## src/rtl/pc_seq.sv

```systemverilog
// Multicycle next-PC sequencer: drives PC mux select, PC/EPC load enables and
// the exception vector fetch (save EPC, read handler address, load PC).
module pc_seq #(
   parameter int          MEM_WAIT = 2,
   parameter logic [31:0] VEC_BASE = 32'd253
) (
   input  logic        clk,
   input  logic        reset,
   input  logic        req_valid,
   input  logic [2:0]  req_kind,
   input  logic        cond,
   input  logic [1:0]  exc_cause,
   output logic [2:0]  pc_sel,
   output logic        pc_write,
   output logic        epc_write,
   output logic        vec_en,
   output logic [31:0] vec_addr,
   output logic        busy,
   output logic        done
);

   typedef enum logic [2:0] {IDLE, UPDATE, EXC_EPC, EXC_WAIT, EXC_LOAD} state_t;

   localparam logic [2:0] K_SEQ    = 3'd0;
   localparam logic [2:0] K_BRANCH = 3'd1;
   localparam logic [2:0] K_JUMP   = 3'd2;
   localparam logic [2:0] K_JR     = 3'd3;
   localparam logic [2:0] K_RTE    = 3'd4;
   localparam logic [2:0] K_EXC    = 3'd5;

   localparam logic [2:0] SEL_MEM    = 3'b000;
   localparam logic [2:0] SEL_RESULT = 3'b001;
   localparam logic [2:0] SEL_ALU    = 3'b010;
   localparam logic [2:0] SEL_HOLD   = 3'b011;
   localparam logic [2:0] SEL_LS     = 3'b100;
   localparam logic [2:0] SEL_EPC    = 3'b101;
   localparam logic [2:0] SEL_CONCAT = 3'b110;

   state_t     state;
   logic [3:0] cnt;

   // Reserved cause 3 shares the invalid-opcode vector.
   function automatic logic [31:0] vec_of(input logic [1:0] c);
      logic [1:0] idx;
      idx = (c == 2'd3) ? 2'd0 : c;
      return VEC_BASE + {30'd0, idx};
   endfunction

   // Returns {pc_sel, pc_write} for a single-cycle update request.
   function automatic logic [3:0] upd_ctl(input logic [2:0] kind, input logic c);
      case (kind)
         K_SEQ:    return {SEL_RESULT, 1'b1};
         K_BRANCH: return {SEL_ALU,    c};
         K_JUMP:   return {SEL_CONCAT, 1'b1};
         K_JR:     return {SEL_LS,     1'b1};
         K_RTE:    return {SEL_EPC,    1'b1};
         default:  return {SEL_HOLD,   1'b0};
      endcase
   endfunction

   always_ff @(posedge clk) begin
      if (reset) begin
         state     <= IDLE;
         pc_sel    <= SEL_HOLD;
         pc_write  <= 1'b0;
         epc_write <= 1'b0;
         vec_en    <= 1'b0;
         vec_addr  <= 32'd0;
         busy      <= 1'b0;
         done      <= 1'b0;
         cnt       <= 4'd0;
      end else begin
         // Strobes default low each cycle; only the current transition raises them.
         pc_sel    <= SEL_HOLD;
         pc_write  <= 1'b0;
         epc_write <= 1'b0;
         done      <= 1'b0;
         case (state)
            IDLE: begin
               if (req_valid) begin
                  busy <= 1'b1;
                  if (req_kind == K_EXC) begin
                     state     <= EXC_EPC;
                     epc_write <= 1'b1;
                     vec_en    <= 1'b1;
                     vec_addr  <= vec_of(exc_cause);
                     cnt       <= 4'(MEM_WAIT - 1);
                  end else begin
                     state              <= UPDATE;
                     {pc_sel, pc_write} <= upd_ctl(req_kind, cond);
                     done               <= 1'b1;
                  end
               end
            end
            UPDATE: begin
               state <= IDLE;
               busy  <= 1'b0;
            end
            EXC_EPC: begin
               state <= EXC_WAIT;
            end
            EXC_WAIT: begin
               if (cnt == 4'd0) begin
                  state    <= EXC_LOAD;
                  pc_sel   <= SEL_MEM;
                  pc_write <= 1'b1;
                  done     <= 1'b1;
               end else begin
                  cnt <= cnt - 4'd1;
               end
            end
            EXC_LOAD: begin
               state  <= IDLE;
               busy   <= 1'b0;
               vec_en <= 1'b0;
            end
            default: begin
               state  <= IDLE;
               busy   <= 1'b0;
               vec_en <= 1'b0;
            end
         endcase
      end
   end

endmodule

```

## config.mk

```make
export PLATFORM = sky130hd
export DESIGN_NAME = pc_seq
export DESIGN_NICKNAME = d
export VERILOG_FILES = /design/src/rtl/pc_seq.sv
export SDC_FILE = /design/constraint.sdc
export NUM_CORES = 1
export LEC_CHECK = 0
export CAP_MARGIN = 20
export CORE_ASPECT_RATIO = 0.8
export CORE_MARGIN = 1.5
export CORE_UTILIZATION = 42
export DETAILED_ROUTE_END_ITERATION = 10
export GPL_TIMING_DRIVEN = 0
export PLACE_DENSITY = 0.79
export SLEW_MARGIN = 20
export SYNTH_ARGS = -nofsm -noshare
export SYNTH_HDL_FRONTEND = slang
export SYNTH_SLANG_ARGS = --single-unit
```

## constraint.sdc

```tcl
create_clock -name clk -period 2.1 [get_ports clk]
set_input_delay 0.63 -clock clk [delete_from_list [all_inputs] [get_ports clk]]
set_output_delay 0.63 -clock clk [all_outputs]
set_load 0.01 [all_outputs]
```

==> results of run 1 <==
-- cells by family (layout without fill, tap and decap cells) --
group | count (synthesis) | in the layout
buf+inv | 41 | 70
simple gates | 32 | 32
compound gates | 29 | 29
flops | 19 | 19
fa+ha+maj | 4 | 4
mux | 2 | 2
other cells | 1 | 23
xor+xnor | 1 | 1
-- worst min-delay path, delay by kind of cell, from the launching register on --
| family | cells | cell delay, ps |
|---|---|---|
| flip-flops | 1 | 330 |
| AO/OA/AOI/OAI | 2 | 130 |
-- synth_stat cells (2+ instances only) --
cell type	instances	area share
and3b_1	3	0.023
inv_1	6	0.020
a31oi_1	2	0.011
clkbuf_1	3	0.0098
or3_1	3	0.016
o21ai_0	3	0.013
buf_4	29	0.19
nand3b_1	4	0.026
nand2_1	4	0.013
a21oi_1	10	0.043
dfxtp_1	19	0.33
a211oi_1	4	0.026
mux2i_1	2	0.017
nor3_1	4	0.017
buf_6	2	0.020
ha_1	4	0.043
nor3b_1	2	0.013
nor2_1	2	0.0065
o221ai_1	2	0.015
-- metrics by stage --
step / cells / power (mW) / hold WS (ps)
global placement: 212 / 0.5832 / 477.0
global route: 216 / 0.8093 / 516.0
CTS: 216 / 0.7667 / 494.8
floorplan: 151 / 0.5234 / 459.9
finish: 216 / 0.7680 / 494.5
detailed placement: 212 / 0.5880 / 477.9
-- registers in the layout (all words and copies together) (netlist names), 3 cells and up --
name,flops
pc_sel,3
state,3
cnt,4
vec_addr,4
-- worst min path at each step --
stage	start	to	slack (ps)	cells past startpoint
after detailed placement	vec_addr[8]	vec_addr[8]	480	2
after global placement	vec_addr[8]	vec_addr[8]	480	2
after global routing	vec_addr[8]	vec_addr[8]	520	2
after CTS	vec_addr[8]	vec_addr[8]	490	2
final	vec_addr[8]	vec_addr[8]	490	2
after floorplan	cnt[1]	cnt[1]	460	2
-- layout make-up --
class | count | area [µm²]
Tap cell | 36 | 45.04
Multi-Input combinational cell | 91 | 578.1
Buffer | 35 | 256.5
Inverter | 6 | 22.52
Timing Repair Buffer | 25 | 250.2
Clock buffer | 4 | 26.28
Sequential cell | 19 | 381.6
Fill cell | 219 | 962.2
-- power breakdown --
group / internal (mW) / total, mW / switching [mW]
clock network: 0.0741 / 0.185 / 0.111
logic: 0.108 / 0.201 / 0.0930
registers: 0.376 / 0.382 / 0.00640
total: 0.557 / 0.768 / 0.211
-- per-layer routing --
layer | global-route usage | vias up | wire length, µm
li1 | - | 508 | -
met5 | 0 | - | 0
met3 | 0.05774 | 2 | 224
met1 | 0.2120 | 443 | 1051
met4 | 0.04610 | 0 | 20
met2 | 0.2526 | 58 | 1080
==> results.sh, run 1 <==
export IMPL_outcome="finished clean"
export IMPL_cp_max_fo=7
export IMPL_fmax_mhz=504.2
export IMPL_finalCritPeriodShare=0.9445
export IMPL_coreArea_um2=2522
export IMPL_leakage_nw=0.7059
export IMPL_clock_sinks=19
export IMPL_cts_resized=0
export IMPL_drcViolationCount=0
export IMPL_clockBufferDepth=2
export IMPL_ant_nets=0
export IMPL_track_usage=0.1635
export IMPL_clock_latency_ps=300
export IMPL_synthAdderAreaFrac=0.04334
export IMPL_yosysSeqAreaShare=0.3294
export IMPL_synth_top_family_by_area="buffers and inverters"
export IMPL_synth_distinct_cells=40
export IMPL_startpoint_type="register"
export IMPL_cts_root_buf="clkbuf_4"
export IMPL_rrSetupSlack_ps=470
export IMPL_muxShareOfSynthArea=0.01733
export IMPL_rr_endpoint="cnt[1]"
export IMPL_slew_headroom=0.6041
export IMPL_die_area_um2=3075
export IMPL_design_area_um2=1560
export IMPL_fin_setup_tns_ps=0
export IMPL_port_buffers=25
export IMPL_synth_compound_gate_area_share=0.1668
export IMPL_syn_area_um2=1155
export IMPL_critPathSlowestCell="clkdlybuf4s50_1"
export IMPL_worstSetupPathDepth=2
export IMPL_h_tree_depth=1
export IMPL_crit_family="buffers and inverters"
export IMPL_cts_buffers=3
export IMPL_grt_pass1_vias=867
export IMPL_diodes=0
export IMPL_crit_path_start="vec_addr[7]"
export IMPL_crit_reg2reg_launch="cnt[0]"
export IMPL_drv_cap=0
export IMPL_gr_total_overflow=0
export IMPL_via_per_inst=4.681
export IMPL_avgSynthCellArea_um2=8.952
export IMPL_grt_max_degree=11
export IMPL_start_util=0.4578
export IMPL_endpoint="vec_addr[7]"
export IMPL_slew_viol_final=0
export IMPL_ys_ff_latch=19
export IMPL_dp_slack_ps=-158.8
export IMPL_yosys_warnings=0
export IMPL_die_h_um=49.90
export IMPL_dp_hpwl_um=1827
export IMPL_synthArstFlopShare=0
export IMPL_power_density_nw_per_um2=492.2
export IMPL_drt_total_wl_um=2376
export IMPL_vias=1011
export IMPL_hold_viol=0
export IMPL_min_period_ps=1983
export IMPL_skew_ps=5.784
export IMPL_drive_above_1_share=0.2278
export IMPL_fin_ws_ps=116.5
export IMPL_setup_viol_count_final=0
export IMPL_clk_pin_slew_worst_paths_ps=110
export IMPL_cts_hold_buf=0
export IMPL_drt_pass1_iter_count=4
export IMPL_hold_path_class="reg -> reg"
export IMPL_cp_buffers_inverters=2
export IMPL_fin_nets=194
export IMPL_post_cts_buffers=0
export IMPL_rows=16
export IMPL_ios=49
export IMPL_grt_pass1_wl_um=3788
export IMPL_ys_flop_type="dfxtp_1"
export IMPL_peakVddDrop_v=0.0003003
export IMPL_wl_per_cell_um=11.00
export IMPL_layout_commonest_cell="buf_4"
export IMPL_gp_congestion=0.7763
export IMPL_cts_tree="built"
export IMPL_timing_worst_slew_pin_value_ps=592.4
export IMPL_antenna_found_initial=0
export IMPL_slowest_delay_ps=540
export IMPL_yosys_area_share_simple=0.1907
export IMPL_r2r_cells=5
export IMPL_final_cell_mix="29 x buf_4, 25 x clkdlybuf4s50_1, 23 x conb_1"
export IMPL_synth_edf_count=0
export IMPL_drt_iter0_drc=58
export IMPL_cp_end_kind="output pin"
export IMPL_area_growth_pct=35.10
export IMPL_crit_arrival_ps=1350
export IMPL_synth_xor_area_frac=0.007584
export IMPL_dieWidth_um=61.63
export IMPL_cp_required_ps=1470
export IMPL_place_area_um2=1533
export IMPL_finish_utilization=0.6186
export IMPL_path_class="reg -> out"
export IMPL_synthCells=129
export IMPL_path_cells="buf_4, clkdlybuf4s50_1"
export IMPL_grt_setup_unrepaired="false"
Note: power is estimated with default switching activity, not from simulation.
==> run 2: changes to the inputs <==
--- a/config.mk
+++ b/config.mk
@@ -8,10 +8,10 @@
 export CAP_MARGIN = 20
 export CORE_ASPECT_RATIO = 0.8
 export CORE_MARGIN = 1.5
-export CORE_UTILIZATION = 42
+export CORE_UTILIZATION = 45
 export DETAILED_ROUTE_END_ITERATION = 10
 export GPL_TIMING_DRIVEN = 0
-export PLACE_DENSITY = 0.79
+export PLACE_DENSITY = 0.84
 export SLEW_MARGIN = 20
 export SYNTH_ARGS = -nofsm -noshare
 export SYNTH_HDL_FRONTEND = slang
==> constraint.sdc (replaced) <==
create_clock -name clk -period 2.3 [get_ports clk]
set_input_delay 0.69 -clock clk [delete_from_list [all_inputs] [get_ports clk]]
set_output_delay 0.69 -clock clk [all_outputs]
set_load 0.01 [all_outputs]
==> run 2 against run 1 <==
Sequential power fell by 8.9%. Cell count did not move. Via count fell by 0.30%. Die area fell by 6.3%. Register-to-register slack improved by 200 ps. Clock power fell by 10%. Routed wire length fell by 1.9%. Count of clock-buffer cells in the layout did not move. Global-route usage rose by 0.27 points. Flip-flop and latch count did not move. Largest power group unchanged.
==> results.sh, run 2 (same netlist as run 1, synthesis figures left out) <==
export IMPL_outcome="finished clean"
export IMPL_slowest_delay_ps=530
export IMPL_clockBufferDepth=2
export IMPL_gp_congestion=0.7927
export IMPL_cp_end_kind="output pin"
export IMPL_drt_pass1_iter_count=4
export IMPL_coreArea_um2=2442
export IMPL_grt_pass1_vias=856
export IMPL_critPathSlowestCell="clkdlybuf4s50_1"
export IMPL_startpoint_type="register"
export IMPL_gr_total_overflow=0
export IMPL_hold_viol=0
export IMPL_clk_pin_slew_worst_paths_ps=100
export IMPL_clock_latency_ps=290
export IMPL_cp_max_fo=7
export IMPL_total_power_mw=0.6974
export IMPL_final_cell_mix="29 x buf_4, 25 x clkdlybuf4s50_1, 23 x conb_1"
export IMPL_cts_resized=0
export IMPL_antenna_found_initial=0
export IMPL_fin_nets=194
export IMPL_path_class="reg -> out"
export IMPL_slew_headroom=0.6139
export IMPL_cts_hold_buf=0
export IMPL_cts_tree="built"
export IMPL_die_h_um=48.31
export IMPL_finalCritPeriodShare=0.9133
export IMPL_die_area_um2=2881
export IMPL_finish_utilization=0.6383
export IMPL_leakage_nw=0.7055
export IMPL_timing_worst_slew_pin_value_ps=577.6
export IMPL_grt_max_degree=11
export IMPL_n_fill_cell=218
export IMPL_hold_worst_slack_ps=503.9
export IMPL_drt_total_wl_um=2332
export IMPL_drv_cap=0
export IMPL_slew_viol_final=0
export IMPL_post_cts_buffers=0
export IMPL_diodes=0
export IMPL_drt_iter0_drc=34
export IMPL_h_tree_depth=1
export IMPL_dp_slack_ps=-53.64
export IMPL_via_per_inst=4.667
export IMPL_cts_root_buf="clkbuf_4"
export IMPL_crit_arrival_ps=1410
export IMPL_port_buffers=25
export IMPL_skew_ps=1.463
export IMPL_track_usage=0.1662
export IMPL_power_density_nw_per_um2=447.3
export IMPL_grt_setup_unrepaired="false"
export IMPL_min_period_ps=2101
export IMPL_multi_input_area_um2=578.1
export IMPL_fmax_mhz=476.0
export IMPL_drcViolationCount=0
export IMPL_area_growth_pct=34.99
export IMPL_start_util=0.4728
export IMPL_dp_hpwl_um=1863
export IMPL_peakVddDrop_v=0.0002484
export IMPL_wl_per_cell_um=10.80
export IMPL_layout_commonest_cell="buf_4"
export IMPL_ios=49
export IMPL_fin_ws_ps=199.4
export IMPL_rrSetupSlack_ps=670
export IMPL_ant_nets=0
export IMPL_hold_path_class="reg -> reg"
export IMPL_grt_pass1_wl_um=3767
export IMPL_regArea_um2=380.4
export IMPL_drive_above_1_share=0.2222
export IMPL_path_cells="buf_4, clkdlybuf4s50_1"
export IMPL_vias=1008
export IMPL_largest_registers="cnt: 4 flops, vec_addr: 4 flops"
export IMPL_fin_setup_tns_ps=0
export IMPL_rows=16
export IMPL_dieWidth_um=59.64
export IMPL_cts_buffers=3
export IMPL_cp_required_ps=1610
export IMPL_clock_sinks=19
export IMPL_setup_viol_count_final=0
[run 2: worst paths after layout]
path              depth (start not counted)     endpoint         from
setup reg to reg                          5       cnt[1]       cnt[0]
hold reg to reg                           2       cnt[1]       cnt[1]
setup / recovery                          2  vec_addr[5]  vec_addr[7]
hold / removal                            2       cnt[1]       cnt[1]
[run 2: where the power goes]
part           switching, mW  internal [mW]  leakage, nW  total (mW)
Sequential           0.00557          0.343        0.155       0.348
Combinational         0.0845         0.0983        0.536       0.183
Clock                 0.0987         0.0675       0.0150       0.166
Total                  0.189          0.509        0.705       0.697
[run 2: routing by layer]
metal	share of wire	track usage	up-vias	routed length, µm
met5	0	0	-	0
met4	0.0030	0.02222	0	7
met3	0.082	0.04278	2	191
met2	0.48	0.2899	49	1115
met1	0.44	0.2076	445	1017
li1	-	-	512	-
[run 2: through the flow]
| step | cell area (µm²) | std cells |
|---|---|---|
| detailed placement | 1533 | 212 |
| global placement | 1533 | 212 |
| CTS | 1559 | 216 |
| floorplan | 1237 | 151 |
| finish | 1559 | 216 |
| global route | 1559 | 216 |
[run 2: critical path, delay by kind of cell, from the launching register on]
family                 cells  cell delay [ps]
flip-flops                 1              450
buffers and inverters      2              670
[run 2: cell type report]
class	count	area share
multi-input cells	91	0.3708
well taps	36	0.02889
clock buffers	4	0.01685
flip-flops and latches	19	0.2440
repair buffers	25	0.1605
plain buffers	35	0.1645
inverters	6	0.01445
==> run 3: changes to the inputs <==
==> constraint.sdc (replaced) <==
create_clock -name clk -period 2.3 [get_ports clk]
set_input_delay 0.46 -clock clk [delete_from_list [all_inputs] [get_ports clk]]
set_output_delay 0.46 -clock clk [all_outputs]
set_load 0.01 [all_outputs]
==> results of run 3 <==
The final DEF is identical to that of run 2. Status: finished clean.
Main changes from that run: setup slack after placement -53.64 ps -> 176.4 ps; setup slack after layout 199.4 ps -> 429.4 ps
